<file path="src/rtl/xor_mlp_trainer.sv">
// xor_mlp_trainer: 2-2-1 step-neuron network in sign-magnitude
// fixed point, with sample memory and perceptron-rule training.
module xor_mlp_trainer #(
  parameter int TAM        = 16,
  parameter int FRAC       = 12,
  parameter int N_SAMPLES  = 4,
  parameter int MAX_EPOCHS = 16,
  parameter int ETA_SHIFT  = 0,
  localparam int IW = (N_SAMPLES > 1) ? $clog2(N_SAMPLES) : 1,
  localparam int EW = $clog2(MAX_EPOCHS + 1)
) (
  input  logic                 clk,
  input  logic                 rst,
  input  logic                 start,
  input  logic                 mode,
  input  logic                 ld_en,
  input  logic [IW-1:0]        ld_idx,
  input  logic [TAM-1:0]       ld_x1,
  input  logic [TAM-1:0]       ld_x2,
  input  logic [TAM-1:0]       ld_dz1,
  input  logic [TAM-1:0]       ld_dz2,
  input  logic [TAM-1:0]       ld_d,
  input  logic                 w_wr_en,
  input  logic [3:0]           w_sel,
  input  logic [TAM-1:0]       w_wdata,
  output logic [TAM-1:0]       w_rdata,
  output logic                 busy,
  output logic                 done,
  output logic                 converged,
  output logic [EW-1:0]        epoch,
  output logic [N_SAMPLES-1:0] result
);

  localparam int MW = TAM - 1;
  localparam int SW = TAM + 2;
  localparam logic [MW-1:0] MAXM = '1;
  localparam logic [MW-1:0] ONE = MW'(1) << FRAC;
  localparam logic [TAM-1:0] BIAS1 = {1'b0, ONE};

  typedef enum logic [2:0] {
    S_IDLE, S_L1, S_L2, S_UPD, S_NEXT, S_CHECK, S_DONE
  } state_t;

  state_t state_q, state_d;

  logic [TAM-1:0] w_q [9];
  logic [TAM-1:0] x1_q [N_SAMPLES];
  logic [TAM-1:0] x2_q [N_SAMPLES];
  logic [TAM-1:0] dz1_q [N_SAMPLES];
  logic [TAM-1:0] dz2_q [N_SAMPLES];
  logic [TAM-1:0] d_q [N_SAMPLES];

  logic [IW-1:0]        i_q;
  logic                 mode_q;
  logic                 err_q;
  logic                 conv_q;
  logic [EW-1:0]        epoch_q;
  logic                 z1_q, z2_q, y_q;
  logic [N_SAMPLES-1:0] result_q;

  logic [TAM-1:0] cx1, cx2, cdz1, cdz2, cd;
  logic signed [SW-1:0] s1, s2, s3;
  logic z1_c, z2_c, y_c;
  logic e1nz, e2nz, e3nz;
  logic last;
  logic [EW-1:0] ep_inc;
  logic ep_max;

  // Magnitude product, truncated and saturated; sign is XOR.
  function automatic logic [TAM-1:0] sm_mul(
    input logic [TAM-1:0] a,
    input logic [TAM-1:0] b
  );
    logic [2*MW-1:0] p;
    logic [2*MW-1:0] m;
    p = {{MW{1'b0}}, a[MW-1:0]} * {{MW{1'b0}}, b[MW-1:0]};
    m = p >> FRAC;
    sm_mul = {a[TAM-1] ^ b[TAM-1],
              (|m[2*MW-1:MW]) ? MAXM : m[MW-1:0]};
  endfunction

  // Sign-magnitude to wide two's complement.
  function automatic logic signed [SW-1:0] sm2tc(
    input logic [TAM-1:0] a
  );
    logic signed [SW-1:0] v;
    v = signed'({3'b000, a[MW-1:0]});
    sm2tc = a[TAM-1] ? -v : v;
  endfunction

  // Saturating conversion back; zero always comes out as +0.
  function automatic logic [TAM-1:0] tc2sm(
    input logic signed [SW-1:0] s
  );
    logic signed [SW-1:0] lim;
    logic signed [SW-1:0] mag;
    lim = signed'({3'b000, MAXM});
    mag = -s;
    if (s > lim) tc2sm = {1'b0, MAXM};
    else if (s < -lim) tc2sm = {1'b1, MAXM};
    else if (s[SW-1]) tc2sm = {1'b1, mag[MW-1:0]};
    else tc2sm = {1'b0, s[MW-1:0]};
  endfunction

  function automatic logic signed [SW-1:0] nsum(
    input logic [TAM-1:0] bias,
    input logic [TAM-1:0] wa,
    input logic [TAM-1:0] a,
    input logic [TAM-1:0] wb,
    input logic [TAM-1:0] b
  );
    nsum = sm2tc(bias) + sm2tc(sm_mul(wa, a))
         + sm2tc(sm_mul(wb, b));
  endfunction

  function automatic logic pos(input logic signed [SW-1:0] s);
    pos = !s[SW-1] && (s != '0);
  endfunction

  function automatic logic cls(input logic [TAM-1:0] t);
    cls = !t[TAM-1] && (|t[MW-1:0]);
  endfunction

  function automatic logic [TAM-1:0] zval(input logic z);
    zval = z ? BIAS1 : '0;
  endfunction

  // w += e*(in>>eta); neg selects e = -1.
  function automatic logic [TAM-1:0] upd(
    input logic [TAM-1:0] w,
    input logic [TAM-1:0] in,
    input logic           neg
  );
    logic [TAM-1:0] dlt;
    dlt = {in[TAM-1] ^ neg, in[MW-1:0] >> ETA_SHIFT};
    upd = tc2sm(sm2tc(w) + sm2tc(dlt));
  endfunction

  // Select the current sample from memory.
  always_comb begin
    cx1  = '0;
    cx2  = '0;
    cdz1 = '0;
    cdz2 = '0;
    cd   = '0;
    for (int k = 0; k < N_SAMPLES; k++) begin
      if (i_q == IW'(k)) begin
        cx1  = x1_q[k];
        cx2  = x2_q[k];
        cdz1 = dz1_q[k];
        cdz2 = dz2_q[k];
        cd   = d_q[k];
      end
    end
  end

  assign s1 = nsum(w_q[0], w_q[1], cx1, w_q[2], cx2);
  assign s2 = nsum(w_q[3], w_q[4], cx1, w_q[5], cx2);
  assign s3 = nsum(w_q[6], w_q[7], zval(z1_q),
                   w_q[8], zval(z2_q));
  assign z1_c = pos(s1);
  assign z2_c = pos(s2);
  assign y_c  = pos(s3);

  // A neuron errs when its output differs from its target class.
  assign e1nz = cls(cdz1) != z1_q;
  assign e2nz = cls(cdz2) != z2_q;
  assign e3nz = cls(cd) != y_q;

  assign last   = i_q == IW'(N_SAMPLES - 1);
  assign ep_inc = epoch_q + EW'(1);
  assign ep_max = ep_inc == EW'(MAX_EPOCHS);

  // Combinational weight read port.
  always_comb begin
    w_rdata = '0;
    for (int k = 0; k < 9; k++) begin
      if (w_sel == 4'(k)) w_rdata = w_q[k];
    end
  end

  // Next-state logic.
  always_comb begin
    state_d = state_q;
    unique case (state_q)
      S_IDLE:  if (start) state_d = S_L1;
      S_L1:    state_d = S_L2;
      S_L2:    state_d = mode_q ? S_UPD : S_NEXT;
      S_UPD:   state_d = S_NEXT;
      S_NEXT: begin
        if (!last) state_d = S_L1;
        else state_d = mode_q ? S_CHECK : S_DONE;
      end
      S_CHECK: begin
        if (!err_q || ep_max) state_d = S_DONE;
        else state_d = S_L1;
      end
      S_DONE:  state_d = S_IDLE;
      default: state_d = S_IDLE;
    endcase
  end

  // State register.
  always_ff @(posedge clk) begin
    if (rst) state_q <= S_IDLE;
    else state_q <= state_d;
  end

  // Run control: sample index, epoch count, error and result.
  always_ff @(posedge clk) begin
    if (rst) begin
      mode_q   <= 1'b0;
      i_q      <= '0;
      err_q    <= 1'b0;
      conv_q   <= 1'b0;
      epoch_q  <= '0;
      z1_q     <= 1'b0;
      z2_q     <= 1'b0;
      y_q      <= 1'b0;
      result_q <= '0;
    end else begin
      unique case (state_q)
        S_IDLE: begin
          if (start) begin
            mode_q  <= mode;
            i_q     <= '0;
            err_q   <= 1'b0;
            conv_q  <= 1'b0;
            epoch_q <= '0;
          end
        end
        S_L1: begin
          z1_q <= z1_c;
          z2_q <= z2_c;
        end
        S_L2: begin
          y_q <= y_c;
          for (int k = 0; k < N_SAMPLES; k++) begin
            if (i_q == IW'(k)) result_q[k] <= y_c;
          end
        end
        S_UPD: begin
          if (e1nz || e2nz || e3nz) err_q <= 1'b1;
        end
        S_NEXT: begin
          i_q <= last ? '0 : i_q + IW'(1);
        end
        S_CHECK: begin
          epoch_q <= ep_inc;
          conv_q  <= !err_q;
          err_q   <= 1'b0;
          i_q     <= '0;
        end
        default: ;
      endcase
    end
  end

  // Weights: host writes in IDLE, perceptron updates in UPD.
  always_ff @(posedge clk) begin
    if (rst) begin
      for (int k = 0; k < 9; k++) w_q[k] <= '0;
    end else if (state_q == S_IDLE) begin
      for (int k = 0; k < 9; k++) begin
        if (w_wr_en && w_sel == 4'(k)) w_q[k] <= w_wdata;
      end
    end else if (state_q == S_UPD) begin
      if (e1nz) begin
        w_q[0] <= upd(w_q[0], BIAS1, z1_q);
        w_q[1] <= upd(w_q[1], cx1, z1_q);
        w_q[2] <= upd(w_q[2], cx2, z1_q);
      end
      if (e2nz) begin
        w_q[3] <= upd(w_q[3], BIAS1, z2_q);
        w_q[4] <= upd(w_q[4], cx1, z2_q);
        w_q[5] <= upd(w_q[5], cx2, z2_q);
      end
      if (e3nz) begin
        w_q[6] <= upd(w_q[6], BIAS1, y_q);
        w_q[7] <= upd(w_q[7], zval(z1_q), y_q);
        w_q[8] <= upd(w_q[8], zval(z2_q), y_q);
      end
    end
  end

  // Sample memory, writable only in IDLE.
  always_ff @(posedge clk) begin
    if (rst) begin
      for (int k = 0; k < N_SAMPLES; k++) begin
        x1_q[k]  <= '0;
        x2_q[k]  <= '0;
        dz1_q[k] <= '0;
        dz2_q[k] <= '0;
        d_q[k]   <= '0;
      end
    end else if (state_q == S_IDLE && ld_en) begin
      for (int k = 0; k < N_SAMPLES; k++) begin
        if (ld_idx == IW'(k)) begin
          x1_q[k]  <= ld_x1;
          x2_q[k]  <= ld_x2;
          dz1_q[k] <= ld_dz1;
          dz2_q[k] <= ld_dz2;
          d_q[k]   <= ld_d;
        end
      end
    end
  end

  assign busy      = !(state_q == S_IDLE || state_q == S_DONE);
  assign done      = state_q == S_DONE;
  assign converged = conv_q;
  assign epoch     = epoch_q;
  assign result    = result_q;

endmodule

</file>
<file path="config.mk">
export PLATFORM = sky130hd
export DESIGN_NAME = xor_mlp_trainer
export DESIGN_NICKNAME = d
export VERILOG_FILES = /design/src/rtl/xor_mlp_trainer.sv
export SDC_FILE = /design/constraint.sdc
export NUM_CORES = 2
export LEC_CHECK = 0
export BUFFER_PORTS_ARGS = -buffer_cell sky130_fd_sc_hd__buf_4
export CAP_MARGIN = 20
export CORE_ASPECT_RATIO = 1.1
export CORE_MARGIN = 8
export CORE_UTILIZATION = 60
export DETAILED_ROUTE_END_ITERATION = 12
export MAX_ROUTING_LAYER = met4
export PLACE_DENSITY = 0.79
export SLEW_MARGIN = 40
export SYNTH_ARGS = -nofsm -noshare
export SYNTH_HDL_FRONTEND = slang
export SYNTH_SLANG_ARGS = --single-unit
</file>
<file path="constraint.sdc">
create_clock -name clk -period 13.5 [get_ports clk]
set_clock_uncertainty 0.15 [all_clocks]
set_input_delay 0.675 -clock clk [delete_from_list [all_inputs] [get_ports clk]]
set_output_delay 0.675 -clock clk [all_outputs]
set_load 0.05 [all_outputs]
</file>
* After elaboration in Yosys (flattened, before gate mapping)
Memory sizes are Yosys's and may differ from the RTL's. Index checks and enable logic that the tools add are counted. Widths: inputs -> output; s select.
Word-level totals: bits in latches 0, output and inout bits 28, input bits 108, register bits after elaboration 20, memory bits (writable) 464, memories kept 6, bits in read-only memories 0, logic and storage cells 465
Operators by class: muxes and demuxes 246, div/mod/pow operators 0, add/sub/neg operators 45, multiply operators 6, equality and inequality tests 26, $lt $le $gt $ge 18, bitwise logic cells 50, reduce and logical (&&, ||, !) cells 55, shift-type cells 0
Memories:
- w_q | depth 9, width 16, rd ports 9, clocked after memory_dff 0, write ports 9, line 46 | logic [TAM-1:0] w_q [9];
- d_q | depth 4, width 16, rd ports 4, clocked after memory_dff 0, write ports 4, line 51 | logic [TAM-1:0] d_q [N_SAMPLES];
- dz1_q | depth 4, width 16, rd ports 4, clocked after memory_dff 0, write ports 4, line 49 | logic [TAM-1:0] dz1_q [N_SAMPLES];
- dz2_q | depth 4, width 16, rd ports 4, clocked after memory_dff 0, write ports 4, line 50 | logic [TAM-1:0] dz2_q [N_SAMPLES];
- x1_q | depth 4, width 16, rd ports 4, clocked after memory_dff 0, write ports 4, line 47 | logic [TAM-1:0] x1_q [N_SAMPLES];
- x2_q | depth 4, width 16, rd ports 4, clocked after memory_dff 0, write ports 4, line 48 | logic [TAM-1:0] x2_q [N_SAMPLES];
Operator list (count):
- $mux 16 | 130
- $mux 18 | 24
- $neg 15->18 | 17
- $add 18x18->18 | 15
- $mul 15x15->30 | 6
- $gt 18x16->1 const B | 9
- $lt 18x16->1 const B | 9
- $neg 15->15 | 9
- $mux 15 | 6
- $mux 1 | 71
- $reduce_bool 18->1 | 3
- $reduce_or 15->1 | 3
- $or 1x1->1 | 38
- $neg 13->18 | 2
- $mux 13 | 2
- $pmux 3 s6 | 1
- $reduce_or 3->1 | 6
- $eq 4x3->1 const B | 4
- $logic_and 1x1->1 | 16
- $reduce_and 2->1 | 7
- $mux 3 | 4
- $pmux 5 s2 | 1
- $eq 3x3->1 const B | 3
- $eq 2x2->1 const B | 4
- 27 further kinds | 56

* Depth between registers and ports, before layout
depth in word-level cells 17, mapped depth 57, gate-level depth less buffers 51

* Least setup slack after synthesis
Ideal clock, no wire load.
kind register to register, start point register i_q[0], end point register z2_q, library setup time 62 ps, setup slack 513 ps, stages on the path, launching flop included 51, buffers on the path 8, required time 13288 ps, clock period less this slack 12987 ps, data arrival time 12775 ps, cell sequence dfxtp_1 > ha_1 > buf_4 > clkbuf_1 > clkbuf_1 > clkbuf_1 > clkbuf_1 > clkbuf_1 > nand2_1 > o21ai_1 > clkbuf_1 > nand2_1 > fa_1 > inv_1 > fa_1 > fa_1 > fa_1 > fa_1 > [15 not listed] > nor4b_1 > nand3b_1 > or4b_1 > o21ai_0 > a21oi_1 > fa_1 > inv_1 > ha_1 > and3_1 > a21oi_1 > o21ai_0 > o41a_1 > a21o_1 > a21oi_1 > xor2_1 > a31oi_1 > or4b_1 > nand3_1
Between the ends: cells in the longest elaborated chain, start to end 14, elaborated cells on any way between the ends 29, classes of those cells add/sub: 4; mul: 2; eq/ne: 3; mux: 12; bitwise: 2; reduce/logical: 6
Ends and longest elaborated chain:
- from (decl) | line 53 | logic [IW-1:0] i_q;
- from (signal assigned) | line 246 | i_q <= last ? '0 : i_q + IW'(1);
- $logic_not 2->1 | line 147 | if (i_q == IW'(k)) begin
- $mux 16 (4 in a row) | line 147
- $mul 15x15->30 | line 76 | p = {{MW{1'b0}}, a[MW-1:0]} * {{MW{1'b0}}, b[MW-1:0]};
- $reduce_or 3->1 | line 79 | (|m[2*MW-1:MW]) ? MAXM : m[MW-1:0]};
- $mux 15 | line 79
- $neg 15->18 | line 88 | sm2tc = a[TAM-1] ? -v : v;
- $mux 18 | line 88
- $add 18x18->18 | line 112 | nsum = sm2tc(bias) + sm2tc(sm_mul(wa, a))
- $add 18x18->18 (*) | line 113 | + sm2tc(sm_mul(wb, b));
- $reduce_bool 18->1 or $logic_not 1->1 (tied branches) | line 117 | pos = !s[SW-1] && (s != '0);
- $logic_and 1x1->1 (*) | line 117
- to (signal assigned) | line 234 | z2_q <= z2_c;
- to (decl) | line 58 | logic z1_q, z2_q, y_q;
Mark *: on every way between the ends. The rest lies on a longest branch, timed or not. A chain may end at the register's enable or synchronous reset.

* Final worst setup path
start point register i_q[0], end point register z1_q
Between the ends: cells in the longest elaborated chain, start to end 14, elaborated cells on any way between the ends 29, classes of those cells add/sub: 4; mul: 2; eq/ne: 3; mux: 12; bitwise: 2; reduce/logical: 6
Ends and longest elaborated chain:
- $logic_not 2->1 | line 147
- $mux 16 (4 in a row) | line 147
- $mul 15x15->30 | line 76
- $reduce_or 3->1 | line 79
- $mux 15 | line 79
- $neg 15->18 | line 88
- $mux 18 | line 88
- $add 18x18->18 | line 112
- $add 18x18->18 (*) | line 113
- $reduce_bool 18->1 or $logic_not 1->1 (tied branches) | line 117
- $logic_and 1x1->1 (*) | line 117
- to (signal assigned) | line 233 | z1_q <= z1_c;
- to (decl) | line 58
Marked as above.

==> impl_summary.md <==
STA
The final count of hold timing violations is 0. Setup violations remaining at the end of the flow were counted as 0. The worst hold-check slack is 181 ps. The fmax is 77.8 MHz. For the pin with the worst max-slew slack, the measured transition is 961 ps. The headroom to the max-slew limit is 0.360. Counting I/O delays and the setup requirement, the final critical path takes between 10,000 and 15,000 ps.

The final number of max-transition violations came to 0. The worst path meets setup with 640 ps of slack. The share of the clock period used by the worst path is 0.953.

Placed design
The routability congestion estimate from global placement is 1.05. The number of I/O port buffers is 135. Detailed placement ended at an HPWL of 164,000 um.

Timing analysis after detailed placement gives a worst setup slack of 412 ps. Once placement completed, the tool counted placed cells totaling 9,158.

GRT
The first global-routing pass estimated between 300,000 and 400,000 um of wire. Entering global routing, the biggest net connects between 80 and 90 pins. For this run the aggregate overflow at the end of global routing stands at 0. The initial antenna violation count is 8. The global-route usage over all layers is 0.337. The via count of the first global-routing pass is 57,900.

Worst setup path
Tracing the worst setup path back leads to its startpoint at i_q[0]. The logic depth of the worst register-to-register path is 47. The flop-to-flop setup slack is 640 ps. Among all stages on the critical path, the largest delay is contributed by sky130_fd_sc_hd__o31ai_2. The worst register-to-register path begins at i_q[0]. The largest fanout on the critical path is 22.

The critical path in this run is classified as flip-flop to flip-flop. The end of the critical path is z1_q. In this design, the stage delay of the slowest critical-path cell is 730 ps. Counting stages on the worst path, the most repeated cell is sky130_fd_sc_hd__inv_1. The worst register-to-register path ends at z1_q. The arrival time at the worst endpoint is 13,230 ps. The critical path data required time is 13,870 ps. The type of element capturing the critical path is a flip-flop. The launching element type of the critical path is a flip-flop.

Route
In the routed layout, each cell is associated on average with a via count of about 6.2. The number of antenna-violating nets in the routed design is 0. The via count of the routed design is 57,400. The per-cell routed wire length is 22.6 um.

In the routed design, unresolved DRC markers number 0. The first-pass iteration count of the detailed router is 13. The routed design has 210,000 um of wire. After the first detailed-routing iteration, the DRC count stood at 5,735.

Logic synthesis
The cell area that synthesis handed to floorplanning was 68,700 um^2. The adder and majority gate portion of the synthesized area is 0.312. Of the post-synthesis cell area, the part taken by muxes is 0.00545. In the synthesized netlist the dominant register cell turns out to be sky130_fd_sc_hd__edfxtp_1. The number of distinct library cells after synthesis is 111. The synthesized-area fraction occupied by ao, oa, aoi and oai cells is 0.126. For this run, the register share of the synthesized area comes to 0.209. Of the total synthesized cell area, the portion taken by AND, OR, NAND and NOR gates is 0.206. The number of enable flip-flop cells after synthesis is roughly 460. The cell count after synthesis is 7,741. The xor-xnor portion of the synthesized cell area is 0.0634. For this run, the number of Yosys warnings is 0.

The combinational family with the most area after synthesis is adder cells. A synthesized cell averages 8.87 um^2. The total nets after synthesis is 9,125. The flip-flop and latch count after synthesis is 484.

The proportion of synthesized flip-flops having asynchronous set or reset is 0.

Final layout
The final cell count without fillers is 9,263. The top cell types in the final layout, fill and taps aside, are sky130_fd_sc_hd__inv_1, sky130_fd_sc_hd__nand2_1, sky130_fd_sc_hd__fa_1, sky130_fd_sc_hd__and2_1, sky130_fd_sc_hd__ha_1. The area growth from synthesis to layout is 7.35%. The layout has 9,309 filler cells. Leaving out fill and tap cells, the most frequent cell in the layout is sky130_fd_sc_hd__inv_1. Of the cells placed in the final design, the portion with a size suffix greater than 1 is 0.0731.

The count of nets after finishing is ~9,000.

Outcome
The flow ran to the end, and the final reports show no timing, DRC or antenna violations.

Clock network
The master cell of the clock root buffer is sky130_fd_sc_hd__clkbuf_16. Buffers inserted during clock tree synthesis total 49. The clock tree from TritonCTS is built. The clock latency reported for the late side of the worst-skew pair is 630 ps. The hold buffer count at CTS is 0. The clock drives 484 sinks. The H-tree was split into 2 levels. Clock-pin slew was measured on the worst setup and hold paths at 70 ps.

The clock passes through at most 3 buffers.

Worst hold path
The type of the worst min-delay path is input port to flip-flop. Along the worst hold path, the cell count comes to 3.

Die
The die covers 126,000 um^2. The I/O pin count is 136. The floorplan step set the die height to 371 um.

The floorplan has 130 rows. The horizontal die dimension is 339 um. The initial utilization of the core area, before any placement, comes to 0.603.

After floorplanning, the core was sized to cover 114,000 um^2.

Run
The number of maximum-capacitance constraint violations is 0.
Yosys cell counts, drive strengths merged (20+ instances only):
library cell | n | share of area
nand3 | 100 | 0.0076
o211ai | 26 | 0.0028
and2 | 659 | 0.060
nand2 | 766 | 0.042
a222oi | 37 | 0.0054
dfxtp | 20 | 0.0058
xor2 | 163 | 0.021
xnor2 | 330 | 0.042
o21bai | 26 | 0.0028
nand3b | 33 | 0.0036
a41oi | 23 | 0.0030
ha | 549 | 0.10
nor3b | 22 | 0.0024
buf | 43 | 0.0032
mux2i | 25 | 0.0036
o41ai | 28 | 0.0047
o31ai | 60 | 0.0068
nor2b | 228 | 0.021
nor2 | 407 | 0.022
edfxtp | 464 | 0.20
inv | 1001 | 0.055
nor3 | 116 | 0.0085
and3 | 59 | 0.0054
or4 | 24 | 0.0027
o21a | 50 | 0.0055
clkbuf | 372 | 0.020
o21ai | 320 | 0.023
a21oi | 292 | 0.021
nand4 | 47 | 0.0043
a31oi | 124 | 0.011
nor4 | 60 | 0.0056
nand2b | 79 | 0.0073
or2 | 35 | 0.0032
o221ai | 20 | 0.0026
or3 | 59 | 0.0054
a21o | 80 | 0.0087
fa | 727 | 0.21
timing repair:
action / CTS / global route
setup endpoints to repair: 0 / 2
hold endpoints to repair: 0 / 0
buffers inserted: 0 / 2
resized for setup: 0 / 22
worst min-delay path by stage:
stage	startpoint	to
global placement	z2_q	z2_q
finish	mode	mode_q
detailed placement	z2_q	z2_q
global route	mode	mode_q
CTS	mode	mode_q
floorplan	mode_q	mode_q
stage by stage:
step	instance area (um^2)	utilization	setup TNS, ps
floorplan	68700	-	0
global placement	71500	0.628	0
detailed placement	71700	0.630	0
CTS	73400	0.645	0
global route	73700	0.647	-45.8
finish	73700	0.647	0
worst max-delay path, delay by kind of cell (launching register included):
family	cells	cell delay [ps]
adder cells (fa/ha/maj)	11	4280
buffers and inverters	8	1070
multiplexers	1	550
XOR/XNOR	1	90
flip-flops	1	440
AO/OA/AOI/OAI	15	3820
AND/OR/NAND/NOR	11	2330
state kept, by name, summed over array words and instances (netlist names), 3 cells and up:
| signal | cells |
|---|---|
| w_q | 144 |
| d_q | 64 |
| dz1_q | 64 |
| dz2_q | 64 |
| x1_q | 64 |
| x2_q | 64 |
| epoch | 5 |
| result | 4 |
| state_q | 3 |
final cells by class:
type / count / area, um^2 / area share
Timing Repair Buffer: 326 / 2630 / 0.0357
Sequential cell: 484 / 14300 / 0.194
Clock buffer: 61 / 1270 / 0.0172
Multi-Input combinational cell: 5835 / 49400 / 0.670
Tap cell: 1518 / 1900 / 0.0258
Clock inverter: 26 / 390 / 0.00530
Antenna cell: 6 / 15.0 / 0.000204
Inverter: 1007 / 3780 / 0.0513
cell families after synthesis:
group           count (synthesis)
fa+ha+maj                    1276
flops                         484
buf+inv                      1422
simple gates                 2731
xor+xnor                      494
mux                            36
compound gates               1298
per-layer routing:
| metal | part of all wire | wire length (um) | GRT usage | vias to the layer above |
|---|---|---|---|---|
| li1 | - | - | - | 25700 |
| met1 | 0.37 | 78400 | 0.411 | 28100 |
| met2 | 0.47 | 98400 | 0.549 | 2902 |
| met3 | 0.091 | 19000 | 0.0434 | 689 |
| met4 | 0.066 | 13900 | 0.180 | 0 |
| met5 | 0 | 0 | - | - |
Power is not shown: default switching activity piles up to over one toggle a cycle in this logic, so the estimate is an artifact.
